### src/rtl/serial_add_ctrl_if.sv
// serial_add_ctrl_if: request/result bundle for the bit-serial adder.
//   start        request strobe, honoured only while the sequencer is idle
//   op_a, op_b   WIDTH-bit operands, sampled on an accepted start
//   cin          carry-in, sampled on an accepted start
//   sub          subtract select (present only with SERIAL_ADD_CTRL_SUB_EN)
//   busy         high while an operation is running or completing
//   done         one-cycle pulse; sum/cout valid while high
//   sum, cout    result, held until the next accepted start
// master: requester side; slave: the sequencer.
interface serial_add_ctrl_if #(
  parameter int unsigned WIDTH = 8
);
  logic             start;
  logic [WIDTH-1:0] op_a;
  logic [WIDTH-1:0] op_b;
  logic             cin;
`ifdef SERIAL_ADD_CTRL_SUB_EN
  logic             sub;
`endif
  logic             busy;
  logic             done;
  logic [WIDTH-1:0] sum;
  logic             cout;

`ifdef SERIAL_ADD_CTRL_SUB_EN
  modport master (output start, op_a, op_b, cin, sub, input busy, done, sum, cout);
  modport slave  (input start, op_a, op_b, cin, sub, output busy, done, sum, cout);
`else
  modport master (output start, op_a, op_b, cin, input busy, done, sum, cout);
  modport slave  (input start, op_a, op_b, cin, output busy, done, sum, cout);
`endif
endinterface

### src/rtl/serial_add_ctrl.sv
// serial_add_ctrl: bit-serial adder sequencer built around one full_adder.
// Operands are shifted LSB-first through the full_adder, one bit per clock;
// the carry is kept in a register and the result is assembled in a shift
// register. One operation takes WIDTH+2 cycles from accept to next accept.
//   clk   single clock, rising edge
//   rst   synchronous, active-high reset; aborts any operation in flight
//   bus   serial_add_ctrl_if slave modport (start/op_a/op_b/cin in,
//         busy/done/sum/cout out)
// Optional build macro SERIAL_ADD_CTRL_SUB_EN adds bus.sub: when set at
// accept, B is latched inverted and the carry starts at 1 (A - B, cout=1
// meaning no borrow).

module full_adder (
  input  logic a,
  input  logic b,
  input  logic ci,
  output logic sum,
  output logic co
);
  assign sum = a ^ b ^ ci;
  assign co  = (a & b) | (a & ci) | (b & ci);
endmodule

module serial_add_ctrl #(
  parameter int unsigned WIDTH = 8
) (
  input logic           clk,
  input logic           rst,
  serial_add_ctrl_if.slave bus
);
  localparam int unsigned CNT_W = $clog2(WIDTH + 1);

  typedef enum logic [1:0] {IDLE, RUN, DONE} state_t;

  state_t           state_q;
  logic [WIDTH-1:0] a_sh_q;
  logic [WIDTH-1:0] b_sh_q;
  logic             carry_q;
  logic [CNT_W-1:0] cnt_q;
  logic [WIDTH-1:0] sum_q;
  logic             cout_q;
  logic             busy_q;
  logic             done_q;

  logic             fa_a;
  logic             fa_b;
  logic             fa_ci;
  logic             fa_sum;
  logic             fa_co;
  logic [WIDTH-1:0] sum_d;
  logic [WIDTH-1:0] b_load;
  logic             carry_load;

  full_adder u_fa (
    .a   (fa_a),
    .b   (fa_b),
    .ci  (fa_ci),
    .sum (fa_sum),
    .co  (fa_co)
  );

  always_comb begin
    fa_a  = a_sh_q[0];
    fa_b  = b_sh_q[0];
    fa_ci = carry_q;
    // Shift then overwrite the MSB so WIDTH==1 never forms a zero-width slice.
    sum_d            = sum_q >> 1;
    sum_d[WIDTH-1]   = fa_sum;
`ifdef SERIAL_ADD_CTRL_SUB_EN
    b_load     = bus.sub ? ~bus.op_b : bus.op_b;
    carry_load = bus.sub | bus.cin;
`else
    b_load     = bus.op_b;
    carry_load = bus.cin;
`endif
  end

  always_ff @(posedge clk) begin
    if (rst) begin
      state_q <= IDLE;
      a_sh_q  <= '0;
      b_sh_q  <= '0;
      carry_q <= 1'b0;
      cnt_q   <= '0;
      sum_q   <= '0;
      cout_q  <= 1'b0;
      busy_q  <= 1'b0;
      done_q  <= 1'b0;
    end else begin
      case (state_q)
        IDLE: begin
          if (bus.start) begin
            state_q <= RUN;
            a_sh_q  <= bus.op_a;
            b_sh_q  <= b_load;
            carry_q <= carry_load;
            cnt_q   <= '0;
            sum_q   <= '0;
            cout_q  <= 1'b0;
            busy_q  <= 1'b1;
          end
        end
        RUN: begin
          sum_q   <= sum_d;
          carry_q <= fa_co;
          a_sh_q  <= a_sh_q >> 1;
          b_sh_q  <= b_sh_q >> 1;
          cnt_q   <= cnt_q + CNT_W'(1);
          if (cnt_q == CNT_W'(WIDTH - 1)) begin
            cout_q  <= fa_co;
            state_q <= DONE;
            done_q  <= 1'b1;
          end
        end
        DONE: begin
          state_q <= IDLE;
          done_q  <= 1'b0;
          busy_q  <= 1'b0;
        end
        default: begin
          state_q <= IDLE;
          done_q  <= 1'b0;
          busy_q  <= 1'b0;
        end
      endcase
    end
  end

  assign bus.busy = busy_q;
  assign bus.done = done_q;
  assign bus.sum  = sum_q;
  assign bus.cout = cout_q;
endmodule

### src/flat_wrapper.sv
// flat-port wrapper written by rule: the top's interface ports become plain ports
module serial_add_ctrl_flat 
#(
  parameter int unsigned WIDTH = 8
)
  (clk, rst, bus_start, bus_op_a, bus_op_b, bus_cin, bus_busy, bus_done, bus_sum, bus_cout);
  serial_add_ctrl_if #(.WIDTH(WIDTH)) bus_i ();
  input logic clk;
  input logic rst;
  input wire logic [$bits(bus_i.start)-1:0] bus_start;
  input wire logic [$bits(bus_i.op_a)-1:0] bus_op_a;
  input wire logic [$bits(bus_i.op_b)-1:0] bus_op_b;
  input wire logic [$bits(bus_i.cin)-1:0] bus_cin;
  output wire logic [$bits(bus_i.busy)-1:0] bus_busy;
  output wire logic [$bits(bus_i.done)-1:0] bus_done;
  output wire logic [$bits(bus_i.sum)-1:0] bus_sum;
  output wire logic [$bits(bus_i.cout)-1:0] bus_cout;
  assign bus_i.start = bus_start;
  assign bus_i.op_a = bus_op_a;
  assign bus_i.op_b = bus_op_b;
  assign bus_i.cin = bus_cin;
  assign bus_busy = bus_i.busy;
  assign bus_done = bus_i.done;
  assign bus_sum = bus_i.sum;
  assign bus_cout = bus_i.cout;
  serial_add_ctrl #(.WIDTH(WIDTH)) u_core (.clk(clk), .rst(rst), .bus(bus_i));
endmodule
### config.mk
export PLATFORM = sky130hd
export DESIGN_NAME = serial_add_ctrl_flat
export DESIGN_NICKNAME = d
export VERILOG_FILES = /design/src/rtl/serial_add_ctrl_if.sv /design/src/rtl/serial_add_ctrl.sv /design/src/flat_wrapper.sv
export SDC_FILE = /design/constraint.sdc
export NUM_CORES = 1
export LEC_CHECK = 0
export BUFFER_PORTS_ARGS = -buffer_cell sky130_fd_sc_hd__buf_4
export CAP_MARGIN = 20
export CORE_ASPECT_RATIO = 0.7
export CORE_MARGIN = 2
export CORE_UTILIZATION = 57
export CTS_CLUSTER_DIAMETER = 200
export DETAILED_ROUTE_END_ITERATION = 10
export GPL_ROUTABILITY_DRIVEN = 0
export HOLD_SLACK_MARGIN = 0.03
export PLACE_DENSITY = 0.89
export SLEW_MARGIN = 20
export SYNTH_ARGS = -nofsm -noshare
export SYNTH_HDL_FRONTEND = slang
export SYNTH_SLANG_ARGS = --single-unit
### constraint.sdc
create_clock -name clk -period 3 [get_ports clk]
set_clock_uncertainty 0.15 [all_clocks]
set_input_delay 0.45 -clock clk [delete_from_list [all_inputs] [get_ports clk]]
set_output_delay 0.45 -clock clk [all_outputs]
set_load 0.02 [all_outputs]
==> flow_summary_export.csv <==
group,metric,value,unit
run_status,status,"complete, no violations",
yosys,yosysUniqueCellTypes,28,
yosys,yosysTopAreaCell,"dfxtp_1",
sta,fin_setup_tns,0,ps
floorplanning,core_area,2510,sq um
setup_path,worstSetupStartpointType,"flip-flop",
min_path,hp-class,"input pin to flip-flop",
final_layout,layout-drive-gt1-share,19.6,%
grt,grt-ovfl-total,0,
yosys,synthTopCellsByCount,"34 x dfxtp_1, 26 x nor2_1, 18 x a21oi_1",
detailed_routing,num_vias,1331,
clock_tree,clk_pin_slew,60,ps
setup_path,cp_data_required_time,3050,ps
floorplanning,dieHeight,47.5,um
clock_tree,clk_path_buf_depth,2,
grt,grt_pass1_wl,5.28,mm
power_and_ir_drop,power.density,522,nW/um^2
floorplanning,dieWidth,66.2,um
sta,max_freq,0.556,GHz
detailed_routing,ant_nets,0,
grt,grt_max_degree,35,
floorplanning,rows,15,
clock_tree,htree_num_levels,2,
grt,grt_pass1_vias,1208,
sta,slew_headroom,50.0,%
detailed_routing,routed_via_density,5.71,
setup_path,worstPathMaxFanout,22,
final_layout,fin_nets,221,
yosys,synth_edf_count,0,
grt,busiest_layer,"met2",
setup_path,r2r_end,"u_core.cnt_q[0]",
grt,grt.met2_usage,42.0,%
sta,setup_viol,0,
power_and_ir_drop,p_leak,0.744,nW
placed_design,hpwl,2.26,mm
sta,slew_viol_final,0,
yosys,synthFlopType,"dfxtp_1",
clock_tree,clkSinkCount,34,
setup_path,r2r_cells,3,
floorplanning,ios,31,
clock_tree,cts-buffers-inserted,5,
power_and_ir_drop,peakVddDrop,0.000376,V
yosys,yosys.cell_count.top_type,"dfxtp_1",
clock_tree,clkLatencyLatePin,280,ps
detailed_routing,dr.pass1.iters,4,
sta,finalHoldViolCount,0,
setup_path,cp-endpoint,"u_core.cnt_q[0]",
yosys,synthDominantCellAreaShare,44.1,%
sta,worst_slack,1200,ps
yosys,netlist_area,1540,sq um
floorplanning,start_util,61.3,%
placed_design,portBuffers,30,
detailed_routing,drt-total-wl,3.31,mm
yosys,syn_inst,175,
yosys,ys_warn_count,0,
yosys,synth_nets,197,
grt,track_usage,22.6,%
sta,rsz0062_at_grt,"no",
setup_path,cp.arrival,1850,ps
sta,fin_crit_sh,59.9,%
detailed_routing,drcViolationCount,0,
final_layout,regArea,681,sq um
yosys,seq_area_frac_synth,44.1,%
clock_tree,cts_setup_buffers,0,
final_layout,syn_to_final_growth,17.0,%
floorplanning,dieArea,3150,sq um
detailed_routing,drt_iter0_drc,67,
clock_tree,root_buffer,"clkbuf_8",
flow_run,maxCapViolCount,0,
grt,met1_usage,26.4,%
sta,min_period,1800,ps
yosys,async_reset_ff_share,0,%
final_layout,fill_cells,208,
yosys,ys_seq_elements,34,
clock_tree,cts_resized,0,
final_layout,multiInputGateArea,758,sq um
power_and_ir_drop,total_power,0.943,mW
detailed_routing,post_drt_wl_per_cell,14.2,um
setup_path,crit_type,"flip-flop to flip-flop",
clock_tree,cts-hold-fix-buffers,0,
clock_tree,tritoncts,"done",
setup_path,r2r_start,"u_core.state_q[1]",
yosys,syn_avg_cell_area,8.82,sq um
grt,met3_usage,6.35,%
yosys,synth.area.top_cells,"dfxtp_1 44%, or3b_1 8.5%, nor2_1 6.3%",
placed_design,pre_cts_slack,1220,ps
final_layout,num_antenna_cells,0,
setup_path,timing.critical_path.from,"u_core.state_q[1]",
grt,antenna_found_initial,0,
setup_path,end_kind,"flip-flop",
setup_path,ff2ff_setup_slack,1200,ps
sta,tightest_slew,749,ps
## how the worst min path moves through the flow
stage                     from          endpoint  slack [ps]  depth (start not counted)
6_report           bus_op_a[7]  u_core.a_sh_q[7]         290                          3
4_1_cts            bus_op_a[7]  u_core.a_sh_q[7]         280                          3
3_5_place_dp   u_core.bus.done   u_core.bus.done         310                          1
2_1_floorplan   u_core.carry_q    u_core.carry_q         310                          2
3_3_place_gp   u_core.bus.done   u_core.bus.done         300                          1
5_1_grt            bus_op_a[7]  u_core.a_sh_q[7]         300                          3
## sequential cells by signal, summed over array words and instances (netlist names)
signal,count
u_core.bus.sum,8
u_core.a_sh_q,8
u_core.bus.busy,1
u_core.carry_q,1
u_core.cnt_q,4
u_core.bus.cout,1
u_core.b_sh_q,8
u_core.state_q,2
u_core.bus.done,1
## metal layers
metal  up-vias  part of all wire [%]
met4         0                  0.94
met2        29                    51
met5         -                     0
met3         5                   4.7
li1        657                     -
met1       640                    43
## cell type report
class | count | area share, %
inverter | 4 | 0.832
sequential | 34 | 37.7
tap | 34 | 2.36
clock buffer | 7 | 4.23
timing repair buffer | 31 | 12.9
multi-input combinational | 123 | 42.0
## per-stage QoR
step                cell area, sq um  util (%)  hold slack, ps  std cells
floorplan                       1540         -             306        175
CTS                             1810      71.8             277        233
detailed placement              1730      68.8             309        226
global placement                1730      68.8             304        226
finish                          1810      71.8             293        233
global route                    1810      71.8             301        233
## power breakdown
| group | internal, mW | switching [mW] | total, mW |
|---|---|---|---|
| Clock | 0.159 | 0.146 | 0.305 |
| Sequential | 0.479 | 0.0146 | 0.493 |
| Combinational | 0.0676 | 0.0762 | 0.144 |
## critical path, cell delays in order, from the launching register on
cell	delay, ps
dfxtp_1	540
nor2b_1	700
nor2_1	110
a211oi_1	220
## logic make-up (layout without fill, tap and decap cells)
| logic type | Yosys count | in the layout | synth area share [%] |
|---|---|---|---|
| compound gates | 39 | 39 | 17.0 |
| buf+inv | 18 | 42 | 6.73 |
| simple gates | 82 | 82 | 30.0 |
| flops | 34 | 34 | 44.1 |
| fa+ha+maj | 2 | 2 | 2.11 |
## layout by cell type, fill, tap and decap left out, types with 4 or more instances in the layout
cell type  Yosys  routed
buf_4          3      31
inv_1          4       4
nor2_1        26      26
nor3_1        15      15
clkbuf_8       0       5
nand2b_1      15      15
a21oi_1       18      18
or3b_1        15      15
a211oi_1       4       4
dfxtp_1       34      34
a22oi_1       10      10
Note: power is estimated with default switching activity, not from simulation.
